==> src/rtl/game_pkg.sv <==
// Shared definitions for the game input path.
// Contents:
//   - one-hot move directions consumed by controller_game (DIR_*)
//   - PS/2 set-2 scancodes for the prefix bytes, arrow keys and WASD (SC_*)
//   - frame and decoder state enums
//   - helpers mapping a scancode to its direction (DIR_NONE if unmapped)
package game_pkg;

  localparam logic [3:0] DIR_NONE  = 4'b0000;
  localparam logic [3:0] DIR_UP    = 4'b0001;
  localparam logic [3:0] DIR_DOWN  = 4'b0010;
  localparam logic [3:0] DIR_LEFT  = 4'b0100;
  localparam logic [3:0] DIR_RIGHT = 4'b1000;

  localparam logic [7:0] SC_EXT   = 8'hE0;
  localparam logic [7:0] SC_BRK   = 8'hF0;
  localparam logic [7:0] SC_UP    = 8'h75;
  localparam logic [7:0] SC_DOWN  = 8'h72;
  localparam logic [7:0] SC_LEFT  = 8'h6B;
  localparam logic [7:0] SC_RIGHT = 8'h74;
  localparam logic [7:0] SC_W     = 8'h1D;
  localparam logic [7:0] SC_S     = 8'h1B;
  localparam logic [7:0] SC_A     = 8'h1C;
  localparam logic [7:0] SC_D     = 8'h23;

  typedef enum logic [1:0] {IDLE, DATA, PARITY, STOP} frame_state_t;
  typedef enum logic [1:0] {D_IDLE, D_EXT, D_BRK, D_EXT_BRK} dec_state_t;

  function automatic logic [3:0] wasd_dir(input logic [7:0] code);
    case (code)
      SC_W:    return DIR_UP;
      SC_S:    return DIR_DOWN;
      SC_A:    return DIR_LEFT;
      SC_D:    return DIR_RIGHT;
      default: return DIR_NONE;
    endcase
  endfunction

  function automatic logic [3:0] arrow_dir(input logic [7:0] code);
    case (code)
      SC_UP:    return DIR_UP;
      SC_DOWN:  return DIR_DOWN;
      SC_LEFT:  return DIR_LEFT;
      SC_RIGHT: return DIR_RIGHT;
      default:  return DIR_NONE;
    endcase
  endfunction

endpackage

==> src/rtl/ps2_dir_receiver_if.sv <==
// Bundle of the PS/2 keyboard lines and the decoded outputs of ps2_dir_receiver.
//   ps2_clk, ps2_data : keyboard lines (asynchronous, idle high)
//   dir               : one-hot move pulse (bit0 up, bit1 down, bit2 left, bit3 right)
//   key_code          : last correctly framed scancode byte
//   frame_err         : one-cycle framing/timeout error pulse
// master = the receiver, slave = the keyboard/consumer side.
interface ps2_dir_receiver_if;
  logic       ps2_clk;
  logic       ps2_data;
  logic [3:0] dir;
  logic [7:0] key_code;
  logic       frame_err;

  modport master (
    input  ps2_clk,
    input  ps2_data,
    output dir,
    output key_code,
    output frame_err
  );

  modport slave (
    output ps2_clk,
    output ps2_data,
    input  dir,
    input  key_code,
    input  frame_err
  );
endinterface

==> src/rtl/ps2_rx_frame.sv <==
// PS/2 serial frame receiver.
// Synchronizes both keyboard lines, glitch-filters ps2_clk, and uses the
// falling edge of the filtered clock as a sample strobe for an 11-bit frame
// (start, 8 data LSB first, odd parity, stop).
// Ports:
//   clk, rst      : system clock, asynchronous active-low reset
//   ps2_clk/data  : raw keyboard lines
//   byte_valid    : one-cycle pulse, a good frame has been received
//   byte_data     : last good byte (updated together with byte_valid)
//   frame_err     : one-cycle pulse on parity/stop error or inter-bit timeout
module ps2_rx_frame
  import game_pkg::*;
#(
  parameter int FILT    = 8,
  parameter int TIMEOUT = 50000
) (
  input  logic       clk,
  input  logic       rst,
  input  logic       ps2_clk,
  input  logic       ps2_data,
  output logic       byte_valid,
  output logic [7:0] byte_data,
  output logic       frame_err
);

  localparam int FILT_W = $clog2(FILT + 1);
  localparam int TMO_W  = $clog2(TIMEOUT + 1);
  localparam logic [FILT_W-1:0] FILT_LAST = FILT_W'(FILT - 1);
  localparam logic [TMO_W-1:0]  TMO_LAST  = TMO_W'(TIMEOUT - 1);

  logic [1:0]        clk_sync_reg;
  logic [1:0]        data_sync_reg;
  logic              filt_level_reg;
  logic [FILT_W-1:0] filt_cnt_reg;
  logic              strobe_reg;
  logic              clk_s;
  logic              data_s;

  assign clk_s  = clk_sync_reg[1];
  assign data_s = data_sync_reg[1];

  always_ff @(posedge clk or negedge rst) begin
    if (!rst) begin
      clk_sync_reg  <= 2'b11;
      data_sync_reg <= 2'b11;
    end else begin
      clk_sync_reg  <= {clk_sync_reg[0], ps2_clk};
      data_sync_reg <= {data_sync_reg[0], ps2_data};
    end
  end

  // A new clock level is adopted only after FILT consecutive samples that
  // differ from the current level; any sample matching it restarts the run.
  always_ff @(posedge clk or negedge rst) begin
    if (!rst) begin
      filt_level_reg <= 1'b1;
      filt_cnt_reg   <= '0;
      strobe_reg     <= 1'b0;
    end else begin
      strobe_reg <= 1'b0;
      if (clk_s == filt_level_reg) begin
        filt_cnt_reg <= '0;
      end else if (filt_cnt_reg == FILT_LAST) begin
        filt_level_reg <= clk_s;
        filt_cnt_reg   <= '0;
        strobe_reg     <= ~clk_s;
      end else begin
        filt_cnt_reg <= filt_cnt_reg + 1'b1;
      end
    end
  end

  frame_state_t     state_reg, state_next;
  logic [2:0]       bit_cnt_reg, bit_cnt_next;
  logic [7:0]       shift_reg, shift_next;
  logic             parity_reg, parity_next;
  logic [TMO_W-1:0] tmo_cnt_reg, tmo_cnt_next;
  logic             byte_valid_reg, byte_valid_next;
  logic [7:0]       byte_data_reg, byte_data_next;
  logic             frame_err_reg, frame_err_next;
  logic             tmo_tc;

  assign tmo_tc = (state_reg != IDLE) && (tmo_cnt_reg == TMO_LAST);

  always_ff @(posedge clk or negedge rst) begin
    if (!rst) begin
      state_reg      <= IDLE;
      bit_cnt_reg    <= '0;
      shift_reg      <= '0;
      parity_reg     <= 1'b0;
      tmo_cnt_reg    <= '0;
      byte_valid_reg <= 1'b0;
      byte_data_reg  <= '0;
      frame_err_reg  <= 1'b0;
    end else begin
      state_reg      <= state_next;
      bit_cnt_reg    <= bit_cnt_next;
      shift_reg      <= shift_next;
      parity_reg     <= parity_next;
      tmo_cnt_reg    <= tmo_cnt_next;
      byte_valid_reg <= byte_valid_next;
      byte_data_reg  <= byte_data_next;
      frame_err_reg  <= frame_err_next;
    end
  end

  always_comb begin
    state_next      = state_reg;
    bit_cnt_next    = bit_cnt_reg;
    shift_next      = shift_reg;
    parity_next     = parity_reg;
    tmo_cnt_next    = tmo_cnt_reg;
    byte_valid_next = 1'b0;
    byte_data_next  = byte_data_reg;
    frame_err_next  = 1'b0;

    // Timeout has priority: a strobe landing on the terminal count is dropped.
    if (tmo_tc) begin
      state_next     = IDLE;
      tmo_cnt_next   = '0;
      frame_err_next = 1'b1;
    end else if (strobe_reg) begin
      tmo_cnt_next = '0;
      case (state_reg)
        IDLE: begin
          if (!data_s) begin
            state_next   = DATA;
            bit_cnt_next = '0;
          end
        end
        DATA: begin
          shift_next   = {data_s, shift_reg[7:1]};
          bit_cnt_next = bit_cnt_reg + 1'b1;
          if (bit_cnt_reg == 3'd7) state_next = PARITY;
        end
        PARITY: begin
          parity_next = data_s;
          state_next  = STOP;
        end
        STOP: begin
          if (data_s && (^{shift_reg, parity_reg})) begin
            byte_valid_next = 1'b1;
            byte_data_next  = shift_reg;
          end else begin
            frame_err_next = 1'b1;
          end
          state_next = IDLE;
        end
        default: state_next = IDLE;
      endcase
    end else if (state_reg != IDLE) begin
      tmo_cnt_next = tmo_cnt_reg + 1'b1;
    end else begin
      tmo_cnt_next = '0;
    end
  end

  assign byte_valid = byte_valid_reg;
  assign byte_data  = byte_data_reg;
  assign frame_err  = frame_err_reg;

endmodule

==> src/rtl/ps2_dir_receiver.sv <==
// PS/2 keyboard to game move-request converter.
// Decodes make/break scancodes of arrow keys (E0-prefixed) and WASD into
// a single-cycle one-hot dir pulse per new key press. A held mask shared by
// arrow and WASD keys suppresses typematic repeats until the key is released.
// Ports:
//   clk : 50 MHz system clock
//   rst : asynchronous active-low reset
//   bus : ps2_dir_receiver_if.master (ps2_clk/ps2_data in; dir, key_code,
//         frame_err out)
module ps2_dir_receiver
  import game_pkg::*;
#(
  parameter int FILT    = 8,
  parameter int TIMEOUT = 50000
) (
  input  logic                clk,
  input  logic                rst,
  ps2_dir_receiver_if.master  bus
);

  logic       byte_valid;
  logic [7:0] byte_data;
  logic       frame_err;

  ps2_rx_frame #(
    .FILT    (FILT),
    .TIMEOUT (TIMEOUT)
  ) u_frame (
    .clk        (clk),
    .rst        (rst),
    .ps2_clk    (bus.ps2_clk),
    .ps2_data   (bus.ps2_data),
    .byte_valid (byte_valid),
    .byte_data  (byte_data),
    .frame_err  (frame_err)
  );

  dec_state_t dec_reg, dec_next;
  logic [3:0] held_reg, held_next;
  logic [3:0] dir_reg, dir_next;
  logic [3:0] make_dir;
  logic [3:0] brk_dir;

  always_ff @(posedge clk or negedge rst) begin
    if (!rst) begin
      dec_reg  <= D_IDLE;
      held_reg <= '0;
      dir_reg  <= DIR_NONE;
    end else begin
      dec_reg  <= dec_next;
      held_reg <= held_next;
      dir_reg  <= dir_next;
    end
  end

  always_comb begin
    dec_next = dec_reg;
    make_dir = DIR_NONE;
    brk_dir  = DIR_NONE;

    if (frame_err) begin
      dec_next = D_IDLE;
    end else if (byte_valid) begin
      case (dec_reg)
        D_IDLE: begin
          if (byte_data == SC_EXT)      dec_next = D_EXT;
          else if (byte_data == SC_BRK) dec_next = D_BRK;
          else                          make_dir = wasd_dir(byte_data);
        end
        D_EXT: begin
          if (byte_data == SC_BRK) begin
            dec_next = D_EXT_BRK;
          end else begin
            make_dir = arrow_dir(byte_data);
            dec_next = D_IDLE;
          end
        end
        D_BRK: begin
          brk_dir  = wasd_dir(byte_data);
          dec_next = D_IDLE;
        end
        D_EXT_BRK: begin
          brk_dir  = arrow_dir(byte_data);
          dec_next = D_IDLE;
        end
        default: dec_next = D_IDLE;
      endcase
    end

    // make_dir is at most one-hot, so dir can never carry two bits.
    dir_next  = make_dir & ~held_reg;
    held_next = (held_reg | make_dir) & ~brk_dir;
  end

  assign bus.dir       = dir_reg;
  assign bus.key_code  = byte_data;
  assign bus.frame_err = frame_err;

endmodule

==> src/flat_wrapper.sv <==
// flat-port wrapper written by rule: the top's interface ports become plain ports
module ps2_dir_receiver_flat import game_pkg::*;
#(
  parameter int FILT    = 8,
  parameter int TIMEOUT = 50000
)
  (clk, rst, bus_ps2_clk, bus_ps2_data, bus_dir, bus_key_code, bus_frame_err);
  ps2_dir_receiver_if bus_i ();
  input  logic clk;
  input  logic rst;
  input wire logic [$bits(bus_i.ps2_clk)-1:0] bus_ps2_clk;
  input wire logic [$bits(bus_i.ps2_data)-1:0] bus_ps2_data;
  output wire logic [$bits(bus_i.dir)-1:0] bus_dir;
  output wire logic [$bits(bus_i.key_code)-1:0] bus_key_code;
  output wire logic [$bits(bus_i.frame_err)-1:0] bus_frame_err;
  assign bus_i.ps2_clk = bus_ps2_clk;
  assign bus_i.ps2_data = bus_ps2_data;
  assign bus_dir = bus_i.dir;
  assign bus_key_code = bus_i.key_code;
  assign bus_frame_err = bus_i.frame_err;
  ps2_dir_receiver #(.FILT(FILT), .TIMEOUT(TIMEOUT)) u_core (.clk(clk), .rst(rst), .bus(bus_i));
endmodule
==> config.mk <==
export PLATFORM = sky130hd
export DESIGN_NAME = ps2_dir_receiver_flat
export DESIGN_NICKNAME = d
export VERILOG_FILES = /design/src/rtl/game_pkg.sv /design/src/rtl/ps2_dir_receiver_if.sv /design/src/rtl/ps2_rx_frame.sv /design/src/rtl/ps2_dir_receiver.sv /design/src/flat_wrapper.sv
export SDC_FILE = /design/constraint.sdc
export NUM_CORES = 1
export LEC_CHECK = 0
export BUFFER_PORTS_ARGS = -buffer_cell sky130_fd_sc_hd__buf_2
export CORE_ASPECT_RATIO = 2
export CORE_UTILIZATION = 64
export DETAILED_ROUTE_END_ITERATION = 7
export GPL_ROUTABILITY_DRIVEN = 0
export PLACE_DENSITY = 0.83
export SYNTH_ARGS = -nofsm -noshare
export SYNTH_HDL_FRONTEND = slang
export SYNTH_SLANG_ARGS = --single-unit
==> constraint.sdc <==
create_clock -name clk -period 4.8 [get_ports clk]
set_input_delay 0.72 -clock clk [delete_from_list [all_inputs] [get_ports clk]]
set_output_delay 0.72 -clock clk [all_outputs]
set_load 0.02 [all_outputs]
==> metrics.md <==
| Metric | Value |
|---|---|
| Outcome | completed |
| Crit-path max FO | 9 |
| Total gr overflow | 0 |
| Port Buf Inserts | 16 |
| First-pass GRT wire length | ~8400 µm |
| Non-filler cells, final | between 300 and 400 |
| Via Count | 1794 |
| Final setup viols | 0 |
| CP max stage delay | between 0.7 and 0.8 ns |
| Top-area cell type share of the netlist area | 0.485 |
| Initial antenna violation count | 0 |
| Die width | 49.1 µm |
| Hold path startpoint | u_core.u_frame.clk_sync_reg[0]$_DFF_PN1_ |
| Worst path required time | slightly above 5 ns |
| Total CTS buffers | 9 |
| Slowest stage cell on the critical path | nor3b_2 |
| Max-slew violation count | 0 |
| Synth area leaders | dfrtp_1 49%, dfstp_2 4.6%, mux2_4 4.2% |
| DR vias/cell | approximately 5.7 |
| Total track usage | 0.248 |
| DR iter-0 viols | 39 |
| Worst Setup End Kind | register |
| Vias in the first global route | 1861 |
| DP Cell Count | 298 |
| Share of cells above drive strength 1 | 0.233 |
| Most frequent cells in the layout | 55 x dfrtp_1, 23 x nor2_1, 16 x buf_2, 12 x nand3_1 |
| Sequential share of the synthesized area | 0.532 |
| Min-Delay Path Class | register to register |
| Cts repair resizes | 0 |
| HPWL Detailed | around 3500 µm |
| Leak pwr | 1.47 nW |
| Clock Pin Slew Worst Setup and Hold Paths | 0.07 ns |
| I/O Pins | 17 |
| Synthesized area per cell | 12.1 µm² |
| Worst EP arrival | 2.71 ns |
| Pre-Repair DR Iteration Count | 4 |
| Least-Margin Pin Slew | 0.870 ns |
| VDD IR max | 338 µV |
| Total Wirelength | between 4000 and 5000 µm |
| Worst reg2reg path endpoint | u_core.u_frame.byte_data[7]$_DFFE_PN0P_ |
| Final net count | 270 |
| Main flop type after synthesis | dfrtp_1 |
| MaxCap Viol Count | 0 |
| # DRC | 0 |
| Worst Skew | around 0.010 ns |
| CTS Sinks | 60 |
| WHS Endpoint | u_core.u_frame.clk_sync_reg[1]$_DFF_PN1_ |
| Post-synth EDFFs | 0 |
| Total die area | 0.00472 mm² |
| Dominant cell type by area after synthesis | dfrtp_1 |
| Fmax | 404 MHz |
| Mapped Area | 0.00284 mm² |
| CTS tree | built |
| Pin count of the biggest net entering global routing | slightly above 60 |
| Relative slew slack | 0.418 |
| R2r setup slk | between 2 and 2.5 ns |
| Inserted Diodes | 0 |
| Most common cell after layout, fill and taps aside | dfrtp_1 |
| Seq cells post-synth | 60 |
| CTS max path bufs | 2 |
| Std-Cell Rows | 33 |
| CP startpoint kind | register |
| PnR Total Power | 978 µW |
| P&R area growth vs syn | 10.2% |
| DR WL/cell | approximately 16 µm |
| ANT nets after route | 0 |
| Ys Warns | 0 |
| FF-to-FF Start | u_core.u_frame.shift_reg[1]$_DFFE_PN0P_ |
| Core ar. | 0.00417 mm² |
| Hold Path Stages | 0 |
| Clock H-tree levels | 3 |
| Clk_lat worst skew | around 0.34 ns |
| Tmin final | 2.48 ns |
| R2R depth | 5 |
| Synthesized instance count | 235 |
| Die height | between 90 and 100 µm |
| Starting Density | 0.680 |
| CP Cell Sequence | xnor2_1, xnor3_1, xnor2_1, nor3b_2, mux2_4 |
| Setup bufs post-CTS | 0 |
| Syn nets | 248 |
| Setup TNS | 0 ns |
| Root buf cell | clkbuf_8 |
| Yosys cell types | 48 |
| CTS Hold Bufs | 0 |
| Tcrit/Tclk final | 0.516 |
| Cell area power density | 313 mW/mm² |
| Ys async rst share | 1.00 |
| Setup Crit Path Kind | register to register |
| Max reg flops | 16 |
| RSZ-0062 raised after global routing | false |
| Top cell by count, worst path | xnor2_1 |
| Fin. Hold Viols | 0 |
layout make-up:
type	instances	area, µm²
Clock buffer	10	138
Clock inverter	6	40.0
Fill cell	297	1050
Inverter	8	30.0
Multi-Input combinational cell	161	1250
Sequential cell	60	1510
Tap cell	52	65.1
Timing Repair Buffer	17	87.6
critical path, delay by kind of cell, from the launching register on:
family / cells / cell delay, ns
mux: 1 / 0.36
xor+xnor: 3 / 0.83
simple gates: 1 / 0.75
flops: 1 / 0.42
where the power goes:
| part | switching [mW] | total [mW] | leakage, nW | internal [mW] |
|---|---|---|---|---|
| sequential | 0.0115 | 0.537 | 0.819 | 0.525 |
| combinational | 0.0246 | 0.0439 | 0.567 | 0.0193 |
| clock | 0.199 | 0.397 | 0.0803 | 0.199 |
| total | 0.235 | 0.978 | 1.47 | 0.743 |
per-layer routing:
layer  GRT usage  part of all wire
met3      0.0553             0.021
met4       0.179             0.030
met1       0.241              0.39
met2       0.451              0.56
met5           0                 0
through the flow:
step | util | area, µm² | hold slack (ns) | setup slack (ns)
2_1_floorplan | - | 2840 | 0.345 | 2.87
3_3_place_gp | 0.706 | 2950 | 0.346 | 2.45
3_5_place_dp | 0.706 | 2950 | 0.347 | 2.29
4_1_cts | 0.749 | 3120 | 0.357 | 2.30
5_1_grt | 0.749 | 3120 | 0.358 | 2.18
6_report | 0.749 | 3120 | 0.356 | 2.32
kinds of logic (layout without fill, tap and decap cells):
group                      Yosys count  in the layout  share of synthesized area
and+or+nand+nor                     86             86                      0.177
xor gates and xnor gates            23             23                     0.0759
AOI/OAI and AO/OA                   22             22                     0.0560
muxes                               21             21                     0.0940
DFF                                 60             60                      0.532
buffers and inverters               14             41                     0.0256
adders and majority gates            9              9                     0.0397
worst max path at each step:
stage	startpoint	to	cells past startpoint
after global routing	u_core.u_frame.shift_reg[5]$_DFFE_PN0P_	u_core.u_frame.byte_data[0]$_DFFE_PN0P_	5
after floorplan	u_core.u_frame.byte_data[2]$_DFFE_PN0P_	u_core.held_reg[3]$_DFF_PN0_	5
after CTS	u_core.u_frame.shift_reg[1]$_DFFE_PN0P_	u_core.u_frame.byte_data[7]$_DFFE_PN0P_	5
after detailed placement	u_core.u_frame.shift_reg[5]$_DFFE_PN0P_	u_core.u_frame.byte_data[7]$_DFFE_PN0P_	5
final	u_core.u_frame.shift_reg[1]$_DFFE_PN0P_	u_core.u_frame.byte_data[7]$_DFFE_PN0P_	5
after global placement	u_core.u_frame.shift_reg[5]$_DFFE_PN0P_	u_core.u_frame.byte_data[7]$_DFFE_PN0P_	5
cells in the mapped netlist (all sizes together), types with 2 or more instances:
cell type,n
xnor2,11
nor3b,7
nand4,3
nor2,23
a22o,4
nand3,12
o31ai,2
o21ai,5
dfrtp,55
xor2,11
dfstp,5
ha,9
clkbuf,2
a31o,2
a21oi,4
inv,8
nor3,7
nand2b,2
nor4,4
buf,4
nand3b,5
nor4b,2
nand2,11
mux2,21
Note: power is estimated with default switching activity, not from simulation.
